## config.mk

```make
export PLATFORM = sky130hd
export DESIGN_NAME = doorlock_ctrl
export DESIGN_NICKNAME = d
export VERILOG_FILES = /design/src/rtl/doorlock_pkg.sv /design/src/rtl/doorlock_timer.sv /design/src/rtl/doorlock_ctrl.sv
export SDC_FILE = /design/constraint.sdc
export NUM_CORES = 1
export LEC_CHECK = 0
export CAP_MARGIN = 20
export CORE_UTILIZATION = 30
export CTS_BUF_LIST = sky130_fd_sc_hd__clkbuf_4 sky130_fd_sc_hd__clkbuf_8
export DETAILED_ROUTE_END_ITERATION = 8
export REMOVE_ABC_BUFFERS = 1
export SLEW_MARGIN = 10
export SYNTH_ARGS = -nofsm -noshare
export SYNTH_HDL_FRONTEND = slang
export SYNTH_HIERARCHICAL = 1
export SYNTH_SLANG_ARGS = --single-unit
```

## constraint.sdc

```tcl
create_clock -name clk -period 13.82 [get_ports clk]
set_clock_uncertainty 0.2 [all_clocks]
set_input_delay 2.764 -clock clk [delete_from_list [all_inputs] [get_ports clk]]
set_output_delay 2.764 -clock clk [all_outputs]
set_load 0.02 [all_outputs]
```

## src/rtl/doorlock_pkg.sv

```systemverilog
// Shared definitions for the keypad door lock: state encoding and BCD helpers.
package doorlock_pkg;

    typedef enum logic [2:0] {
        ST_IDLE  = 3'd0,
        ST_ENTRY = 3'd1,
        ST_CHECK = 3'd2,
        ST_OPEN  = 3'd3,
        ST_FAIL  = 3'd4,
        ST_LOCK  = 3'd5
    } state_t;

    localparam logic [3:0] BCD_INVALID = 4'hF;

    function automatic logic [3:0] bcd_nibble(input logic [31:0] code, input logic [2:0] idx);
        return code[{idx, 2'b00} +: 4];
    endfunction

    function automatic logic [3:0] onehot_to_bcd(input logic [9:0] oh);
        logic [3:0] r_val;
        int         n_set;
        r_val = BCD_INVALID;
        n_set = 0;
        for (int i = 0; i < 10; i++) begin
            if (oh[i]) begin
                r_val = 4'(i);
                n_set++;
            end
        end
        if (n_set != 1) begin
            r_val = BCD_INVALID;
        end
        return r_val;
    endfunction

endpackage

```

## src/rtl/doorlock_timer.sv

```systemverilog
// Shared load/decrement down-counter; expired is high while running and at zero.
module doorlock_timer
    import doorlock_pkg::*;
#(
    parameter int W = 8
) (
    input  logic         clk,
    input  logic         n_rst,
    input  logic         load,
    input  logic [W-1:0] load_val,
    output logic         expired
);

    logic [W-1:0] r_cnt;
    logic         r_run;

    always_ff @(posedge clk) begin
        if (!n_rst) begin
            r_cnt <= '0;
            r_run <= 1'b0;
        end else if (load) begin
            r_cnt <= load_val;
            r_run <= 1'b1;
        end else if (r_run) begin
            if (r_cnt == '0) begin
                r_run <= 1'b0;
            end else begin
                r_cnt <= r_cnt - 1'b1;
            end
        end
    end

    assign expired = r_run && (r_cnt == '0);

endmodule

```

## src/rtl/doorlock_ctrl.sv

```systemverilog
// Keypad door lock sequencer: code check, timed open window, optional lockout.
// Attempt counting and the lockout state exist only when DOORLOCK_LOCKOUT_EN is defined.
module doorlock_ctrl
    import doorlock_pkg::*;
#(
    parameter int          CODE_LEN     = 4,
    parameter logic [31:0] CODE         = 32'h0000_1297,
    parameter int          OPEN_CYC     = 50_000_000,
    parameter int          LOCK_CYC     = 250_000_000,
    parameter int          ENTRY_TO_CYC = 250_000_000,
    parameter int          MAX_FAIL     = 3
) (
    input  logic       clk,
    input  logic       n_rst,
    input  logic [9:0] bt,
    input  logic       btstar,
    output logic       unlock,
    output logic       lockout,
    output logic       err,
    output logic [3:0] dig_cnt
);

    localparam int T_MAX0 = (OPEN_CYC > LOCK_CYC) ? OPEN_CYC : LOCK_CYC;
    localparam int T_MAX  = (T_MAX0 > ENTRY_TO_CYC) ? T_MAX0 : ENTRY_TO_CYC;
    localparam int TW     = (T_MAX > 1) ? $clog2(T_MAX) : 1;

    // Loading period-1 makes the state last exactly period cycles.
    localparam logic [TW-1:0] LD_OPEN  = TW'(OPEN_CYC - 1);
    localparam logic [TW-1:0] LD_LOCK  = TW'(LOCK_CYC - 1);
    localparam logic [TW-1:0] LD_ENTRY = TW'(ENTRY_TO_CYC - 1);
    localparam logic [3:0]    LEN      = 4'(CODE_LEN);
    localparam logic [3:0]    LEN_SAT  = 4'(CODE_LEN + 1);

    state_t        r_state, w_nxt;
    logic [3:0]    r_dig_cnt, w_dig_nxt;
    logic          r_miss, w_miss_nxt;
    logic          r_unlock, r_err, r_lockout;
    logic          w_load;
    logic [TW-1:0] w_load_val;
    logic          w_expired;
    logic          w_digit;
    logic [3:0]    w_key;
    logic          w_bad;

    function automatic logic [3:0] exp_digit(input logic [3:0] idx);
        logic [3:0] sel;
        sel = LEN - 4'd1 - idx;
        if (idx < LEN) begin
            return bcd_nibble(CODE, sel[2:0]);
        end
        return BCD_INVALID;
    endfunction

    // A star in the same cycle as a digit takes precedence.
    assign w_digit = (bt != 10'd0) && !btstar;
    assign w_key   = onehot_to_bcd(bt);
    assign w_bad   = (w_key == BCD_INVALID) || (w_key != exp_digit(r_dig_cnt)) ||
                     (r_dig_cnt >= LEN);

`ifdef DOORLOCK_LOCKOUT_EN
    localparam int FW = $clog2(MAX_FAIL + 1);
    logic [FW-1:0] r_fail_cnt, w_fail_nxt, w_fail_inc;
    assign w_fail_inc = r_fail_cnt + 1'b1;
`endif

    always_comb begin
        w_nxt      = r_state;
        w_dig_nxt  = r_dig_cnt;
        w_miss_nxt = r_miss;
        w_load     = 1'b0;
        w_load_val = LD_ENTRY;
`ifdef DOORLOCK_LOCKOUT_EN
        w_fail_nxt = r_fail_cnt;
`endif
        case (r_state)
            ST_IDLE: begin
                if (w_digit) begin
                    w_miss_nxt = w_bad;
                    w_dig_nxt  = 4'd1;
                    w_load     = 1'b1;
                    w_nxt      = ST_ENTRY;
                end
            end
            ST_ENTRY: begin
                if (w_expired) begin
                    w_nxt = ST_IDLE;
                end else if (btstar) begin
                    w_nxt = ST_CHECK;
                end else if (w_digit) begin
                    w_miss_nxt = r_miss | w_bad;
                    w_dig_nxt  = (r_dig_cnt >= LEN_SAT) ? LEN_SAT : r_dig_cnt + 4'd1;
                    w_load     = 1'b1;
                end
            end
            ST_CHECK: begin
                if (!r_miss && r_dig_cnt == LEN) begin
                    w_nxt      = ST_OPEN;
                    w_load     = 1'b1;
                    w_load_val = LD_OPEN;
`ifdef DOORLOCK_LOCKOUT_EN
                    w_fail_nxt = '0;
`endif
                end else begin
                    w_nxt = ST_FAIL;
                end
            end
            ST_OPEN: begin
                if (w_expired) begin
                    w_nxt = ST_IDLE;
                end
            end
            ST_FAIL: begin
`ifdef DOORLOCK_LOCKOUT_EN
                w_fail_nxt = w_fail_inc;
                if (w_fail_inc == FW'(MAX_FAIL)) begin
                    w_nxt      = ST_LOCK;
                    w_load     = 1'b1;
                    w_load_val = LD_LOCK;
                end else begin
                    w_nxt = ST_IDLE;
                end
`else
                w_nxt = ST_IDLE;
`endif
            end
`ifdef DOORLOCK_LOCKOUT_EN
            ST_LOCK: begin
                if (w_expired) begin
                    w_nxt      = ST_IDLE;
                    w_fail_nxt = '0;
                end
            end
`endif
            default: begin
                w_nxt = ST_IDLE;
            end
        endcase
        if (w_nxt == ST_IDLE) begin
            w_dig_nxt  = 4'd0;
            w_miss_nxt = 1'b0;
        end
    end

    always_ff @(posedge clk) begin
        if (!n_rst) begin
            r_state   <= ST_IDLE;
            r_dig_cnt <= 4'd0;
            r_miss    <= 1'b0;
            r_unlock  <= 1'b0;
            r_err     <= 1'b0;
        end else begin
            r_state   <= w_nxt;
            r_dig_cnt <= w_dig_nxt;
            r_miss    <= w_miss_nxt;
            r_unlock  <= (w_nxt == ST_OPEN);
            r_err     <= (w_nxt == ST_FAIL);
        end
    end

`ifdef DOORLOCK_LOCKOUT_EN
    always_ff @(posedge clk) begin
        if (!n_rst) begin
            r_fail_cnt <= '0;
            r_lockout  <= 1'b0;
        end else begin
            r_fail_cnt <= w_fail_nxt;
            r_lockout  <= (w_nxt == ST_LOCK);
        end
    end
`else
    assign r_lockout = 1'b0;
`endif

    doorlock_timer #(.W(TW)) u_timer (
        .clk      (clk),
        .n_rst    (n_rst),
        .load     (w_load),
        .load_val (w_load_val),
        .expired  (w_expired)
    );

    assign unlock  = r_unlock;
    assign lockout = r_lockout;
    assign err     = r_err;
    assign dig_cnt = r_dig_cnt;

endmodule

```

==> impl_metrics.ini <==
[cts]
cts_tree = built
post_cts_resized = 0
cts_root_buf = clkbuf_8
cts_buffers = 5
holdBufCountCts = 0
h-tree-depth = 2
postCtsSetupBuffers = 0
cts_buffer_depth = 2
cts_num_sinks = 39
clkTransAtPathRegs_ps = 80
clk_latency_ps = 290

[pwr]
ir_worst_vdd_uv = 45.82
p_sw_uw = 136.3
p_per_area_nw_per_um2 = 101.8
p_int_uw = 245.9
clockPowerShare_pct = 26.3
seqPwrFrac_pct = 34.2
swShare_pct = 35.66
p_comb_share_pct = 39.5
p_leak_uw = 0.001357
power_uw = 382.2

[synthesis]
async_flop_share_pct = 0
yosysWarnings = 6
yosys.cell_count.top_type = dfxtp_1
synth_area_leaders = dfxtp_1, ha_1, o21ai_0, a31oi_1, nand2_1
synth_top_area_share_pct = 23.54
synth.distinct_cells = 72
synth_top_cell_by_area = dfxtp_1
synth_area_per_cell_um2 = 7.916
ys_seq_elements = 39
seq_area_frac_synth_pct = 23.54
synth_edf_count = 0
synth_common_cells = dfxtp_1, o21ai_0, nand2_1
ys.flop_type = dfxtp_1
postSynthCellCount = 419
mappedNetlistArea_um2 = 3317

[place]
gp_congestion = 0.8068
dp_slack_ps = 4999
portBuffers = 18
place_hpwl_um = 5750

[critical_path]
max_stage_delay_ps = 690
critPathCaptureType = register
rr_endpoint = u_timer/r_cnt[27]
cpLargestDelayFamily = adder cells
crit_buf_inv = 1
worstPathMaxFanout = 10
worstSetupStartpointType = primary input
worstPathArrival_ps = 8530
cpMostUsedCell = ha_1
r2r_start = u_timer/r_cnt[11]
slowest_stage = clkdlybuf4s50_1
reg2reg_slack_ps = 9600
critical_path_required_ps = 13800
crit_type = primary input to register
r2r_cells = 11

[route]
avgViaCountPerCell = 5.405
drt-pass1-iter-count = 4
drtIter0Drc = 150
ant_nets = 0
drc = 0
wirelength_um = 8034
dr_total_vias = 3146
detail_route.wl_per_cell_um = 13.80

[global_routing]
grtUsageTotal_pct = 14.51
grt_pass1_vias = 2997
antenna_found_initial = 0
grt_pass1_wl_um = 13710
grt_start_max_net_pins = 36
overflow = 0

[layout]
nFillCells = 1130
final_nets = 472
syn_to_final_growth_pct = 13.20
antenna_cells = 0
utilization_pct = 34.79
layout-drive-gt1-share_pct = 7.240

[floorplan]
core_um2 = 10790
die_w_um = 107.2
die_h_um = 107.2
ios = 20
rows = 38
die-area_um2 = 11480
initial_core_util_pct = 30.73

[timing]
setup_violations = 0
fin_crit_sh_pct = 61.85
relSlewSlack_pct = 49.58
finalHoldViolCount = 0
rsz0062_at_grt = false
setup_tns_ps = 0
worst_slack_ps = 5272
worst_pin_slew_ps = 754.4
finalMaxSlewViolations = 0
finalCriticalPeriod_ps = 8548
fmax_ghz = 0.1170

[worst_hold_path]
whs_path_depth = 2
hold_end = u_timer/r_cnt[26]
min_path_type = register to register
min_from = u_timer/r_cnt[26]

[flow_run]
maxCapViolations = 0

[status]
outcome = finished, final reports clean
## worst max-delay path by stage
stage              to  slack [ps]  depth (start not counted)  startpoint
2_1_floorplan  r_miss        5970                         29       bt[0]
3_3_place_gp   r_miss        5190                         29       bt[2]
3_5_place_dp   r_miss        5000                         29       bt[2]
4_1_cts        r_miss        5290                         29       bt[2]
5_1_grt        r_miss        4860                         29       bt[2]
6_report       r_miss        5270                         29       bt[2]
## cell families after synthesis
kind of cell / Yosys count / share of synthesized area, %
buf+inv: 42 / 5.922
other cells: 2 / 0.2264
flops: 39 / 23.54
mux: 3 / 0.9430
fa+ha+maj: 18 / 6.790
xor+xnor: 21 / 7.959
compound gates: 119 / 23.95
simple gates: 175 / 30.67
## per-stage QoR
| stage | std cells | instance area, um2 | hold slack, ps |
|---|---|---|---|
| after global routing | 582 | 3755 | 342.5 |
| after floorplan | 413 | 3256 | 263.6 |
| final | 582 | 3755 | 308.7 |
| after global placement | 573 | 3626 | 284.5 |
| after detailed placement | 573 | 3626 | 302.6 |
| after CTS | 581 | 3744 | 314.4 |
## per-layer routing
metal / vias to the layer above / share of wire [%] / track usage (%)
li1: 1596 / - / -
met1: 1486 / 48 / 17.75
met2: 54 / 47 / 26.50
met3: 10 / 3.4 / 2.371
met4: 0 / 1.2 / 3.033
met5: - / 0 / 0
## worst register-to-register path, cell delays in order, from the launching register on
cell	delay (ps)
dfxtp_1	350
nor4_1	520
nand3b_1	300
nor4_1	350
and2_1	270
nand2_1	80
nand2_1	150
nand2_1	480
inv_1	680
buf_4	390
o21ai_0	130
a211oi_1	230
## registers in the layout, summed over array words and instances, names as in the netlist
name and count:
dig_cnt 4, r_state 3, unlock 1, u_timer/r_run 1
r_miss 1, u_timer/r_cnt 28, err 1
## power groups by stage
stage | registers [uW] | clock network [uW] | logic (uW)
after floorplan | 131 | 0 | 115
after global placement | 133 | 0 | 143
after detailed placement | 133 | 0 | 150
after CTS | 130 | 103 | 150
final | 131 | 101 | 151
after global routing | 132 | 108 | 172
## layout by cell type (no fill, tap or decap), types with 3 or more instances in the layout
cell type / synthesis / final
a31oi_1: 19 / 19
nand3_1: 7 / 7
dfxtp_1: 39 / 39
and2_1: 5 / 5
clkbuf_8: 0 / 6
o21ai_0: 33 / 33
ha_1: 18 / 18
xnor2_1: 9 / 9
nor3b_1: 4 / 4
and3_1: 3 / 3
o211ai_1: 3 / 3
a21oi_1: 15 / 15
or2_2: 5 / 5
nand2_1: 30 / 30
clkdlybuf4s50_1: 0 / 18
or3_1: 15 / 15
nand4_1: 8 / 8
and4_1: 3 / 3
conb_1: 2 / 22
nand2b_1: 7 / 7
a211oi_1: 6 / 6
or4_1: 14 / 14
nor4_1: 7 / 7
nor3_1: 19 / 19
o31ai_1: 15 / 15
xnor3_1: 3 / 3
xor2_1: 5 / 5
nor2b_1: 6 / 6
nor2_1: 22 / 22
o21a_1: 7 / 7
inv_1: 16 / 16
## area by class of cell
class	count	area [um2]	area share, %
Clock buffer	6	82.58	2.199
Clock inverter	2	35.03	0.9330
Inverter	16	60.06	1.599
Multi-Input combinational cell	358	2415	64.31
Sequential cell	39	780.7	20.79
Tap cell	140	175.2	4.665
Timing Repair Buffer	21	206.4	5.498
(Power assumes the default switching activity.)
